`config.mk`:
```
export PLATFORM = sky130hd
export DESIGN_NAME = rom_read_arbiter
export DESIGN_NICKNAME = d
export VERILOG_FILES = /design/src/rtl/rom_read_arbiter.sv
export SDC_FILE = /design/constraint.sdc
export NUM_CORES = 1
export LEC_CHECK = 0
export CORE_UTILIZATION = 42
export CTS_CLUSTER_SIZE = 40
export DETAILED_ROUTE_END_ITERATION = 8
export GPL_TIMING_DRIVEN = 0
export PLACE_DENSITY = 0.9
export SLEW_MARGIN = 25
export SYNTH_ARGS = -nofsm -noshare
export SYNTH_HDL_FRONTEND = slang
export SYNTH_SLANG_ARGS = --single-unit
```
`constraint.sdc`:
```
create_clock -name clk -period 7.7 [get_ports clk]
set_clock_uncertainty 0.15 [all_clocks]
set_input_delay 0.77 -clock clk [delete_from_list [all_inputs] [get_ports clk]]
set_output_delay 0.77 -clock clk [all_outputs]
set_load 0.02 [all_outputs]
```
`src/rtl/rom_read_arbiter.sv`:
```
// Round-robin arbiter sharing one single-port ROM between NUM_REQ burst fetchers; one read per cycle.
// Beats return ROM_LATENCY cycles after each read; no backpressure, consumers take every valid beat.
module rom_read_arbiter #(
    parameter int DATA_WIDTH  = 16,
    parameter int ADDR_WIDTH  = 14,
    parameter int NUM_REQ     = 4,
    parameter int LEN_WIDTH   = 8,
    parameter int ROM_LATENCY = 1,
    localparam int ID_WIDTH   = (NUM_REQ > 1) ? $clog2(NUM_REQ) : 1
) (
    input  logic                          clk,
    input  logic                          reset_n,
    input  logic [NUM_REQ-1:0]            req,
    input  logic [NUM_REQ*ADDR_WIDTH-1:0] req_addr,
    input  logic [NUM_REQ*LEN_WIDTH-1:0]  req_len,
    output logic [NUM_REQ-1:0]            grant,
    output logic                          busy,
    output logic [ADDR_WIDTH-1:0]         rom_address,
    output logic                          rom_rden,
    input  logic [DATA_WIDTH-1:0]         rom_q,
    output logic [DATA_WIDTH-1:0]         rd_data,
    output logic                          rd_valid,
    output logic [ID_WIDTH-1:0]           rd_id,
    output logic                          rd_last,
    output logic [NUM_REQ-1:0]            done
);

    typedef enum logic [1:0] {IDLE, BURST, DRAIN} state_t;

    state_t                state;
    logic [ID_WIDTH-1:0]   rr_ptr;
    logic [ID_WIDTH-1:0]   id_r;
    logic [LEN_WIDTH-1:0]  rem;
    logic                  zero_len;
    logic [ROM_LATENCY-1:0] vld_pipe;
    logic [ROM_LATENCY-1:0] last_pipe;
    logic [ID_WIDTH-1:0]   id_pipe [ROM_LATENCY];

    logic                  any_req;
    logic                  found;
    logic [ID_WIDTH-1:0]   win_idx;
    logic [ADDR_WIDTH-1:0] win_addr;
    logic [LEN_WIDTH-1:0]  win_len;
    logic                  last_in;

    // First requester at or after the round-robin pointer, wrapping.
    always_comb begin
        found   = 1'b0;
        win_idx = '0;
        for (int k = 0; k < NUM_REQ; k++) begin
            if (!found && req[(int'(rr_ptr) + k) % NUM_REQ]) begin
                found   = 1'b1;
                win_idx = ID_WIDTH'((int'(rr_ptr) + k) % NUM_REQ);
            end
        end
    end

    assign any_req  = |req;
    assign win_addr = req_addr[int'(win_idx)*ADDR_WIDTH +: ADDR_WIDTH];
    assign win_len  = req_len[int'(win_idx)*LEN_WIDTH +: LEN_WIDTH];
    assign last_in  = rom_rden && (rem == LEN_WIDTH'(1));

    always_ff @(posedge clk or negedge reset_n) begin
        if (!reset_n) begin
            state       <= IDLE;
            grant       <= '0;
            rr_ptr      <= '0;
            id_r        <= '0;
            rem         <= '0;
            zero_len    <= 1'b0;
            rom_rden    <= 1'b0;
            rom_address <= '0;
        end else begin
            case (state)
                IDLE: begin
                    if (any_req) begin
                        grant  <= NUM_REQ'(1) << win_idx;
                        id_r   <= win_idx;
                        rr_ptr <= (win_idx == ID_WIDTH'(NUM_REQ-1)) ? '0 : win_idx + 1'b1;
                        if (win_len == '0) begin
                            zero_len <= 1'b1;
                            state    <= DRAIN;
                        end else begin
                            rom_rden    <= 1'b1;
                            rom_address <= win_addr;
                            rem         <= win_len;
                            state       <= BURST;
                        end
                    end
                end
                BURST: begin
                    if (rem == LEN_WIDTH'(1)) begin
                        rom_rden <= 1'b0;
                        state    <= DRAIN;
                    end else begin
                        rom_address <= rom_address + 1'b1;
                        rem         <= rem - 1'b1;
                    end
                end
                DRAIN: begin
                    if (zero_len || rd_last) begin
                        grant    <= '0;
                        zero_len <= 1'b0;
                        state    <= IDLE;
                    end
                end
                default: state <= IDLE;
            endcase
        end
    end

    // Beat qualifiers follow the ROM's fixed latency so they line up with rom_q.
    always_ff @(posedge clk or negedge reset_n) begin
        if (!reset_n) begin
            vld_pipe  <= '0;
            last_pipe <= '0;
            for (int i = 0; i < ROM_LATENCY; i++) id_pipe[i] <= '0;
        end else begin
            vld_pipe[0]  <= rom_rden;
            last_pipe[0] <= last_in;
            id_pipe[0]   <= id_r;
            for (int i = 1; i < ROM_LATENCY; i++) begin
                vld_pipe[i]  <= vld_pipe[i-1];
                last_pipe[i] <= last_pipe[i-1];
                id_pipe[i]   <= id_pipe[i-1];
            end
        end
    end

    assign rd_valid = vld_pipe[ROM_LATENCY-1];
    assign rd_last  = last_pipe[ROM_LATENCY-1];
    assign rd_id    = id_pipe[ROM_LATENCY-1];
    assign rd_data  = rom_q;
    assign busy     = (state != IDLE);
    assign done     = grant & {NUM_REQ{(state == DRAIN) && (zero_len || rd_last)}};

endmodule

```
Yosys cells after proc, flatten, opt, wreduce, memory -nomap -nowiden. Index checks and enable logic that the tools add are counted.

Output and inout bits: 44. Word-level logic and storage cells: 106. Flip-flop bits (word level): 38. Input bits: 110.

Eq/ne operators: 10. Reduce and logical (&&, ||, !) cells: 24. Bitwise gates (word level): 4. Add/subtract/negate cells: 6. Shift operators: 3. Mux-type cells: 43. Multipliers: 1. $lt $le $gt $ge: 4.

Operators with widths (count): indexed part select 56 x 7 -> 14 bit (1); 2-to-1 mux 14 bit (3); indexed part select 32 x 6 -> 8 bit (1); case mux 14 bit (2 select lines) (1); 2-to-1 mux 8 bit (3); 2-to-1 mux 2 bit (9); 2-to-1 mux 1 bit (16); case mux 8 bit (2 select lines) (1); adder 14 x 1 -> 14 bit (second input constant) (1); < comparator 3 x 4 -> 1 bit (second input constant) (3); AND reduction 4 bit (3); != test 2 bit (second input constant) (5); binary-select mux 1 bit (select 2 bit) (4); equality test 8 x 1 -> 1 bit (second input constant) (1); logical NOT 8 bit (1); 2-to-1 mux 4 bit (2); case mux 4 bit (2 select lines) (1); subtractor 8 x 1 -> 8 bit (second input constant) (1); case mux 2 bit (3 select lines) (1); AND reduction 3 bit (2); nonzero test 2 bit (3); OR reduction 2 bit (3); logical AND 1 bit (5); multiplier 2 x 3 -> 5 bit (second input constant) (1); other kinds (15) (23).

Depth between registers and ports, before layout.
Depth after elaboration: 19. Mapped depth: 13. Gate-level depth less buffers: 9.

Worst setup path after synthesis. No wires, ideal clock.

Path kind: input-to-reg. Start: input port req[2]. End: register rem[2]. Path buffers: 4. Slack: 4314 ps. Cell stages on the path: 13. Data arrival time: 3113 ps. Path through: nor2b_1 buf_6 or4b_4 buf_6 buf_2 nand3_1 a32oi_1 nor4_1 a21oi_2 nor2_4 inv_2 buf_6 o221a_1.

Longest elaborated chain between the ends: 16. Elaborated cells on any way between the ends: 33. Those cells by class: eq/ne (2); shift (1); mux (21); reduce/logical (9).

RTL lines: start, declared (line 13) `input logic [NUM_REQ-1:0] req,`; binary-select mux 1 bit (select 2 bit) (line 51) `if (!found && req[(int'(rr_ptr) + k) % NUM_REQ]) begin`; 2-to-1 mux 1 bit (not written as such) (line 51); 2-to-1 mux 1 bit (line 51); logical NOT 1 bit (line 51); logical AND 1 bit (line 51); 2-to-1 mux 1 bit (line 51); logical NOT 1 bit (line 51); logical AND 1 bit (line 51); 2-to-1 mux 1 bit (line 51); logical NOT 1 bit (line 51); logical AND 1 bit (line 51); 2-to-1 mux 2 bit (line 51); indexed part select 32 x 6 -> 8 bit (line 60) `assign win_len = req_len[int'(win_idx)*LEN_WIDTH +: LEN_WIDTH];`; logical NOT 8 bit or 2-to-1 mux 8 bit (tied branches) (line 80) `if (win_len == '0) begin`; != test 2 bit (no source line) or 2-to-1 mux 8 bit (tied branches); AND reduction 4 bit (no source line) or case mux 8 bit (2 select lines) (tied branches); end signal, assigned (line 86) `rem <= win_len;`; end signal, assigned (line 97) `rem <= rem - 1'b1;`; end, declared (line 33) `logic [LEN_WIDTH-1:0] rem;`.

Several ways; a longest one is shown, not always the timed one. The select of a mux whose other input is x is not followed. A chain may end at the register's enable or synchronous reset.

Worst setup path after layout.
Start: input port req[0]. End: register rem[2].

The elaborated chain is that of the path after synthesis.

==> metrics.cfg <==
[run_status]
status=finished clean

[worst_setup_path]
critPathMaxStageDelay_ns=0.53
crit_family=buffers and inverters
crit_arrival_ns=4.35
cp_cell_sequence=clkdlybuf4s50_1, nor2b_1, o21bai_1, and2_1, clkbuf_2, clkbuf_1, a32oi_2, nor4_1, a21oi_2, nor2_4, inv_2, buf_6, o221a_1
cp_slowest_cell=o21bai_1
critPathRequiredTime_ns=7.74
cp-start-kind=input port
cp.buffers_inverters=5
path_class=input port to flop
end_kind=flop
crit_fanout=10

[pwr]
ir_drop_mv=0.182
power_w=0.00159
p_leak_nw=2.01
power_density_nw_per_um2=327

[final_layout]
fin_cells=671
most-common-layout-cells=136 x clkdlybuf4s50_1, 102 x nand2_1, 40 x nand3_1
diodes=0
drive_gt1_share_pct=10.3
areaGrowthSynthToFinish_pct=50.0
multi_input_area_um2=1980
regArea_um2=951
fin_nets=688
fillers=587
layout_commonest_cell=clkdlybuf4s50_1
final_util_pct=66.1

[hold_path]
hold_class=input port to asynchronous set/reset pin

[floorplanning]
start_util_pct=44.1
die_h_um=89.7
fp.dieW_um=89.7
ios=154
num_rows=31
coreArea_um2=7330
die-area_um2=8050

[detailed_routing]
drt-total-wl_um=10800
drt-wirelength-per-cell_um=16.1
via_per_inst=5.62
dr.pass1.iters=4
drcViolationCount=0
vias=3771
drt_iter0_markers=255
ant_nets=0

[timing]
tightest_slew_ns=0.725
hold_viol_final=0
final.setup.worst_slack_ns=3.39
drv_slew=0
rsz0062_at_grt=no
final.min_clock_period_ns=4.31
setup_viol=0
fin_tns_setup_ns=0
slew-limit-headroom_pct=51.5
period_share_pct=56.0
fmax_mhz=232

[synth]
async_reset_ff_share_pct=100
yosys_warnings=0
synth_edf_count=0
syn_area_um2=3230
syn-num-nets=543
postSynthAreaPerCell_um2=7.59
ys_seq_area_share_pct=29.4
synthCells=426
ys_ff_latch=38
ys_types=54
ys.flop_type=dfrtp_1

[placement]
hpwlAfterDp_um=8330
place.gp.congestion=0.939
place_inst=663
pre_cts_ws_ns=3.14
portBuffers=137

[clocking]
clk_pin_slew_worst_paths_ns=0.08
h-tree-depth=2
insertion_delay_ns=0.30
post_cts_buffers=0
cts_tree=yes
clock_sinks=38
cts-root-buf=clkbuf_8
cts_resized=0
clockBufferDepth=2
cts_buffers=5
cts_hold_buf=0

[grt]
globalRoute.totalOverflow=0
grt_pass1_wl_um=17600
grt_max_degree=31
antenna_found_initial=0
grt_pass1_vias=3651
track_usage_pct=27.0

[job]
maxCapViolCount=0

==> metrics by stage <==
step / area, um^2 / hold WS [ns]
after floorplan: 3230 / 0.204
after global placement: 4730 / 0.210
after detailed placement: 4740 / 0.218
after CTS: 4850 / 0.174
after global routing: 4850 / 0.177
final: 4850 / 0.172
==> worst register-to-register path: cells and delay by family, from the launching register on <==
kind                   cells  cell delay [ns]
DFF                        1             0.38
and+or+nand+nor            4             0.93
AOI/OAI and AO/OA          4             1.25
buffers and inverters      4             0.86
==> registers in the layout, indices dropped and copies added (netlist names) <==
register and flops:
rd_id 2, state 2, rd_valid 1, rem 8
grant 4, id_r 2, rom_rden 1, rom_address 14
zero_len 1, rd_last 1, rr_ptr 2
==> layout make-up <==
class / count / share of cell area (%)
tap: 99 / 2.55
timing repair buffer: 138 / 28.6
sequential: 38 / 19.6
inverter: 5 / 0.387
clock buffer: 7 / 1.57
multi-input combinational: 337 / 40.9
clock inverter: 1 / 0.619
buffer: 46 / 5.75
==> where the power goes <==
group | total (W) | switching (W) | internal, W
Combinational | 0.00101 | 0.000563 | 0.000450
Clock | 0.000171 | 0.0000741 | 0.0000970
Sequential | 0.000401 | 0.000108 | 0.000294
Total | 0.00159 | 0.000745 | 0.000841
==> routing by layer <==
layer / GRT usage, % / wire [um]
met1: 32.6 / 4370
met2: 46.0 / 5220
met4: 12.2 / 314
met5: 0 / 0
met3: 5.75 / 870
==> synth_stat cells, types with 9 or more instances <==
library cell  instances  share of area, %
nand3_1              40               6.2
nor3_1               12               1.9
o21ai_0               9               1.4
nand2_1             102                12
and2_1                9               1.7
a221oi_1              9               2.4
nor4_1               12               2.3
a31oi_1              12               2.3
and3_1               15               2.9
clkbuf_1             15               1.7
dfrtp_1              38                29
nor2_1               18               2.1
a21oi_1              13               2.0
buf_4                16               3.7
==> kinds of logic after synthesis <==
kind of cell               synth area share (%)
adders and majority gates                  2.71
muxes                                     0.658
xor gates and xnor gates                   1.35
AOI/OAI and AO/OA                          21.6
buffers and inverters                      9.21
DFF                                        29.4
and+or+nand+nor                            35.0
==> worst paths after layout <==
check	slack (ns)	depth (start not counted)	start	to
worst max-delay path	3.39	13	req[0]	rem[2]$_DFFE_PN0P_
min in group clk	0.23	0	id_r[0]$_DFFE_PN0P_	rd_id[0]$_DFF_PN0_
max in group asynchronous	6.79	2	reset_n	rr_ptr[0]$_DFFE_PN0P_
worst min-delay path	0.17	1	reset_n	rom_address[13]$_DFFE_PN0P_
worst min register to register	0.23	0	id_r[0]$_DFFE_PN0P_	rd_id[0]$_DFF_PN0_
worst max register to register	4.02	12	rr_ptr[0]$_DFFE_PN0P_	rem[2]$_DFFE_PN0P_
Note: power is estimated with default switching activity, not from simulation.
